==> src/rtl/comparator_nbit_seq_pkg.sv <==
// Shared types for the sequential slice-wise magnitude comparator.
package comparator_nbit_seq_pkg;

  typedef enum logic [1:0] {
    ST_IDLE = 2'd0,
    ST_CMP  = 2'd1,
    ST_DONE = 2'd2
  } state_e;

  typedef enum logic [1:0] {
    CMP_LT = 2'd0,
    CMP_EQ = 2'd1,
    CMP_GT = 2'd2
  } cmp_res_e;

  // Collapse a slice compare into a single result code.
  function automatic cmp_res_e classify(input logic lt, input logic gt);
    if (gt)      return CMP_GT;
    else if (lt) return CMP_LT;
    else         return CMP_EQ;
  endfunction

endpackage

==> src/rtl/comparator_chunk.sv <==
// Combinational unsigned compare of one CHUNK-bit slice.
module comparator_chunk #(
  parameter int unsigned CHUNK = 4
) (
  input  logic [CHUNK-1:0] a,
  input  logic [CHUNK-1:0] b,
  output logic             lt_c,
  output logic             eq_c,
  output logic             gt_c
);

  assign lt_c = (a <  b);
  assign eq_c = (a == b);
  assign gt_c = (a >  b);

endmodule

==> src/rtl/comparator_nbit_seq.sv <==
// Multi-cycle magnitude comparator: walks operand slices MSB-first and stops
// at the first differing slice; signed mode uses offset-binary at capture.
module comparator_nbit_seq
  import comparator_nbit_seq_pkg::*;
#(
  parameter int unsigned WIDTH = 16,
  parameter int unsigned CHUNK = 4
) (
  input  logic                               i_clk,
  input  logic                               i_rst_n,
  input  logic                               i_valid,
  output logic                               o_ready,
  input  logic [WIDTH-1:0]                   i_a,
  input  logic [WIDTH-1:0]                   i_b,
  input  logic                               i_signed,
  output logic                               o_valid,
  input  logic                               i_ready,
  output logic                               o_less,
  output logic                               o_equal,
  output logic                               o_greater,
  output logic [$clog2(WIDTH/CHUNK+1)-1:0]   o_cycles
);

  localparam int unsigned NCHUNK = WIDTH / CHUNK;
  localparam int unsigned CW     = $clog2(NCHUNK + 1);
  localparam int unsigned IW     = (NCHUNK > 1) ? $clog2(NCHUNK) : 1;
  localparam logic [WIDTH-1:0] MSB_MASK = WIDTH'(1) << (WIDTH - 1);

  state_e          state_q, state_d;
  logic [WIDTH-1:0] a_q, a_d, b_q, b_d;
  logic [IW-1:0]   idx_q, idx_d;
  logic [CW-1:0]   cnt_q, cnt_d;
  logic            ready_q, ready_d;
  logic            valid_q, valid_d;
  logic            less_q, less_d;
  logic            equal_q, equal_d;
  logic            greater_q, greater_d;
  logic [CW-1:0]   cycles_q, cycles_d;

  logic [CHUNK-1:0] a_sl [NCHUNK];
  logic [CHUNK-1:0] b_sl [NCHUNK];
  logic [CHUNK-1:0] a_c, b_c;
  logic             lt_c, eq_c, gt_c;
  cmp_res_e         res_c;

  // Split latched operands into slices and select the one under examination.
  always_comb begin
    for (int i = 0; i < NCHUNK; i++) begin
      a_sl[i] = a_q[i*CHUNK +: CHUNK];
      b_sl[i] = b_q[i*CHUNK +: CHUNK];
    end
    a_c = a_sl[idx_q];
    b_c = b_sl[idx_q];
  end

  comparator_chunk #(.CHUNK(CHUNK)) u_chunk (
    .a    (a_c),
    .b    (b_c),
    .lt_c (lt_c),
    .eq_c (eq_c),
    .gt_c (gt_c)
  );

  assign res_c = classify(lt_c, gt_c);

  // Next-state and registered-output logic.
  always_comb begin
    state_d   = state_q;
    a_d       = a_q;
    b_d       = b_q;
    idx_d     = idx_q;
    cnt_d     = cnt_q;
    ready_d   = ready_q;
    valid_d   = valid_q;
    less_d    = less_q;
    equal_d   = equal_q;
    greater_d = greater_q;
    cycles_d  = cycles_q;

    unique case (state_q)
      ST_IDLE: begin
        ready_d = 1'b1;
        if (i_valid && ready_q) begin
          a_d     = i_a ^ (i_signed ? MSB_MASK : '0);
          b_d     = i_b ^ (i_signed ? MSB_MASK : '0);
          idx_d   = IW'(NCHUNK - 1);
          cnt_d   = '0;
          ready_d = 1'b0;
          state_d = ST_CMP;
        end
      end
      ST_CMP: begin
        cnt_d = cnt_q + CW'(1);
        if (!eq_c || (idx_q == '0)) begin
          less_d    = (res_c == CMP_LT);
          equal_d   = (res_c == CMP_EQ);
          greater_d = (res_c == CMP_GT);
          cycles_d  = cnt_q + CW'(1);
          valid_d   = 1'b1;
          state_d   = ST_DONE;
        end else begin
          idx_d = idx_q - IW'(1);
        end
      end
      ST_DONE: begin
        if (valid_q && i_ready) begin
          valid_d   = 1'b0;
          less_d    = 1'b0;
          equal_d   = 1'b0;
          greater_d = 1'b0;
          cycles_d  = '0;
          ready_d   = 1'b1;
          state_d   = ST_IDLE;
        end
      end
      default: state_d = ST_IDLE;
    endcase
  end

  always_ff @(posedge i_clk or negedge i_rst_n) begin
    if (!i_rst_n) begin
      state_q   <= ST_IDLE;
      a_q       <= '0;
      b_q       <= '0;
      idx_q     <= '0;
      cnt_q     <= '0;
      ready_q   <= 1'b0;
      valid_q   <= 1'b0;
      less_q    <= 1'b0;
      equal_q   <= 1'b0;
      greater_q <= 1'b0;
      cycles_q  <= '0;
    end else begin
      state_q   <= state_d;
      a_q       <= a_d;
      b_q       <= b_d;
      idx_q     <= idx_d;
      cnt_q     <= cnt_d;
      ready_q   <= ready_d;
      valid_q   <= valid_d;
      less_q    <= less_d;
      equal_q   <= equal_d;
      greater_q <= greater_d;
      cycles_q  <= cycles_d;
    end
  end

  assign o_ready   = ready_q;
  assign o_valid   = valid_q;
  assign o_less    = less_q;
  assign o_equal   = equal_q;
  assign o_greater = greater_q;
  assign o_cycles  = cycles_q;

endmodule

==> config.mk <==
export PLATFORM = sky130hd
export DESIGN_NAME = comparator_nbit_seq
export DESIGN_NICKNAME = d
export VERILOG_FILES = /design/src/rtl/comparator_nbit_seq_pkg.sv /design/src/rtl/comparator_chunk.sv /design/src/rtl/comparator_nbit_seq.sv
export SDC_FILE = /design/constraint.sdc
export NUM_CORES = 1
export LEC_CHECK = 0
export ABC_AREA = 1
export CORE_MARGIN = 2
export CORE_UTILIZATION = 35
export DETAILED_ROUTE_END_ITERATION = 10
export PLACE_DENSITY_LB_ADDON = 0.3
export SLEW_MARGIN = 15
export SYNTH_ARGS = -nofsm -noshare
export SYNTH_HDL_FRONTEND = slang
export SYNTH_SLANG_ARGS = --single-unit
==> constraint.sdc <==
create_clock -name i_clk -period 2.5 [get_ports i_clk]
set_clock_uncertainty 0.1 [all_clocks]
set_input_delay 0.5 -clock i_clk [delete_from_list [all_inputs] [get_ports i_clk]]
set_output_delay 0.5 -clock i_clk [all_outputs]
set_load 0.02 [all_outputs]
==> metrics.cfg <==
[synth]
syn_area_per_cell_um2=8.09
synth_top_area_share_pct=53.9
ys_warn_count=0
yosysSeqAreaShare_pct=53.9
synth_cells=270
syn_nets=313
ys_ff_latch=47
synth_area_um2=2180
yosysTopAreaCell=dfrtp_1
synth.top_cells.by_area=dfrtp_1 (54%), nand2_1 (22%), o21ai_0 (6.0%)
yosysUniqueCellTypes=20

[timing]
tns_ps=0
fmax_ghz=0.441
rsz0062_at_grt=false
finalCritPeriodShare_pct=90.8
setup_violations=0
period_needed_ps=2270
worstMarginPinSlew_ps=536
hold_ws_ps=61.4
slew_violations=0
finalHoldViolations=0
worst_slew_margin_rel_pct=64.2

[drt]
wl_mm=4.73
postRouteAntennaNets=0
drt_iter0_markers=71
routedWlPerCell_um=12.1
routed_via_density=4.63
drcViolationCount=0
firstDrtPassIters=4
dr_total_vias=1815

[clock_tree]
cts-htree-levels=2
clk_latency_ps=310
path_clk_slew_ps=90
clock-sinks=47
cts_buffers=5
cts_setup_buffers=0
clockBufferDepth=2
cts_tree=yes
root_buffer=clkbuf_8

[power_and_ir_drop]
power_density_nw_per_um2=1290
power.total_mw=3.67
irDropWorstVdd_uv=569
p_leak_nw=1.39

[floorplanning]
initial_utilization_pct=36.4
dieArea_um2=6890
die_w_um=83.0
coreArea_um2=5990
die_y_um=83.0
io_pins=45
row_count=28

[critical_path]
start_kind=register
rr_worst_depth=10
path_class=reg2reg
rr_endpoint=o_cycles[1]$_DFFE_PN0P_
ff2ff_setup_slack_ps=230
end_kind=register
r2r_start=idx_q[0]$_DFFE_PN0P_
path_max_fanout=18
crit_required_ps=2630
crit_arrival_ps=2400

[global_routing]
track_usage_pct=14.7
gr-total-overflow=0
antenna_found_initial=0
grt_pass1_wl_mm=8.17
grt_pass1_vias=1826
grt_max_degree=36

[outcome]
status=finished, final reports clean

[flow_run]
maxCapViolations=0

[layout]
num_antenna_cells=0
num-fill-cells=591
area_growth_pct=30.2
drive_gt1_share_pct=6.94
nNetsFinal=359
final_common_cell=nand2_1
layout_common_cells=nand2_1 (127), dfrtp_1 (46), clkdlybuf4s50_1 (43)

[hold_path]
worstHoldPathType=in2async

[place]
gp_congestion=0.841
dpl.hpwl_mm=3.48
io_buffers=44

==> per-layer routing <==
layer  track usage [%]  routed length [um]  up-vias
li1                  -                   -      948
met1              17.6                2100      824
met2              25.4                2330       35
met3              3.78                 200        8
met4              5.22                  95        0
met5                 0                   0        -
==> critical path: stages (launching register included) <==
cell        delay (ps)
dfrtp_1            400
clkinvlp_4         260
o21ai_0            240
o22ai_1             90
ha_1               320
nand2_1             80
nor2_1             190
nand3_1            150
nand2_2            180
nand2_1             70
o21ai_1             80
==> worst max-delay path by stage <==
stage	startpoint	endpoint	slack [ps]	cells after the start
floorplan	idx_q[0]$_DFFE_PN0P_	o_cycles[0]$_DFFE_PN0P_	460	9
global placement	idx_q[0]$_DFFE_PN0P_	o_cycles[0]$_DFFE_PN0P_	210	7
detailed placement	idx_q[0]$_DFFE_PN0P_	o_cycles[0]$_DFFE_PN0P_	90	7
CTS	idx_q[0]$_DFFE_PN0P_	o_cycles[0]$_DFFE_PN0P_	70	7
global route	idx_q[0]$_DFFE_PN0P_	o_cycles[1]$_DFFE_PN0P_	30	10
finish	idx_q[0]$_DFFE_PN0P_	o_cycles[1]$_DFFE_PN0P_	230	10
==> timing repair <==
item                                    CTS  global route
resized for setup                         0             4
endpoints found under the setup margin    0             9
hold buffers                              0             0
==> layout make-up <==
| type | instances | area (um^2) | share of cell area [%] |
|---|---|---|---|
| clock inverters | 2 | 35.0 | 1.23 |
| multi-input cells | 204 | 931 | 32.7 |
| flip-flops and latches | 47 | 1180 | 41.4 |
| well taps | 75 | 93.8 | 3.30 |
| repair buffers | 48 | 478 | 16.8 |
| inverters | 10 | 45.0 | 1.58 |
| clock buffers | 6 | 82.6 | 2.90 |
==> report_power, final <==
part           internal (mW)  switching [mW]
registers               1.11           0.243
logic                  0.688            1.05
clock network          0.324           0.249
==> cells in the mapped netlist <==
master,n
o21ai_1,4
nand2_1,127
dfrtp_1,47
clkinv_1,2
o22a_1,4
o22ai_1,4
nand4_1,2
xnor2_1,2
buf_2,9
xor2_1,1
nand3_1,1
nor2_4,1
o21ai_0,26
ha_1,6
a21oi_1,1
nor3_2,1
inv_1,5
inv_2,3
nor2_1,23
nand2_2,1
==> sequential cells by signal (all words and copies together), names as in the netlist <==
register and count:
idx_q 2, o_ready 1, o_equal 1, o_greater 1
o_less 1, a_q 16, state_q 2, b_q 16
cnt_q 3, o_valid 1, o_cycles 3
==> metrics by stage <==
step / cell area [um^2] / setup WS, ps / utilization, % / instances
6_report: 2840 / 230 / 47.5 / 392
3_3_place_gp: 2720 / 208 / 45.3 / 384
5_1_grt: 2840 / 33.2 / 47.5 / 392
4_1_cts: 2830 / 69.8 / 47.3 / 392
3_5_place_dp: 2720 / 92.0 / 45.3 / 384
2_1_floorplan: 2180 / 459 / - / 270
==> kinds of logic (layout without fill, tap and decap cells) <==
logic type / after synthesis / after routing / share of synthesized area (%)
xor+xnor: 3 / 3 / 1.20
buf+inv: 19 / 66 / 3.78
compound gates: 39 / 39 / 9.86
simple gates: 156 / 156 / 27.9
fa+ha+maj: 6 / 6 / 3.44
flops: 47 / 47 / 53.9
Power figures use the tool's default switching activity.
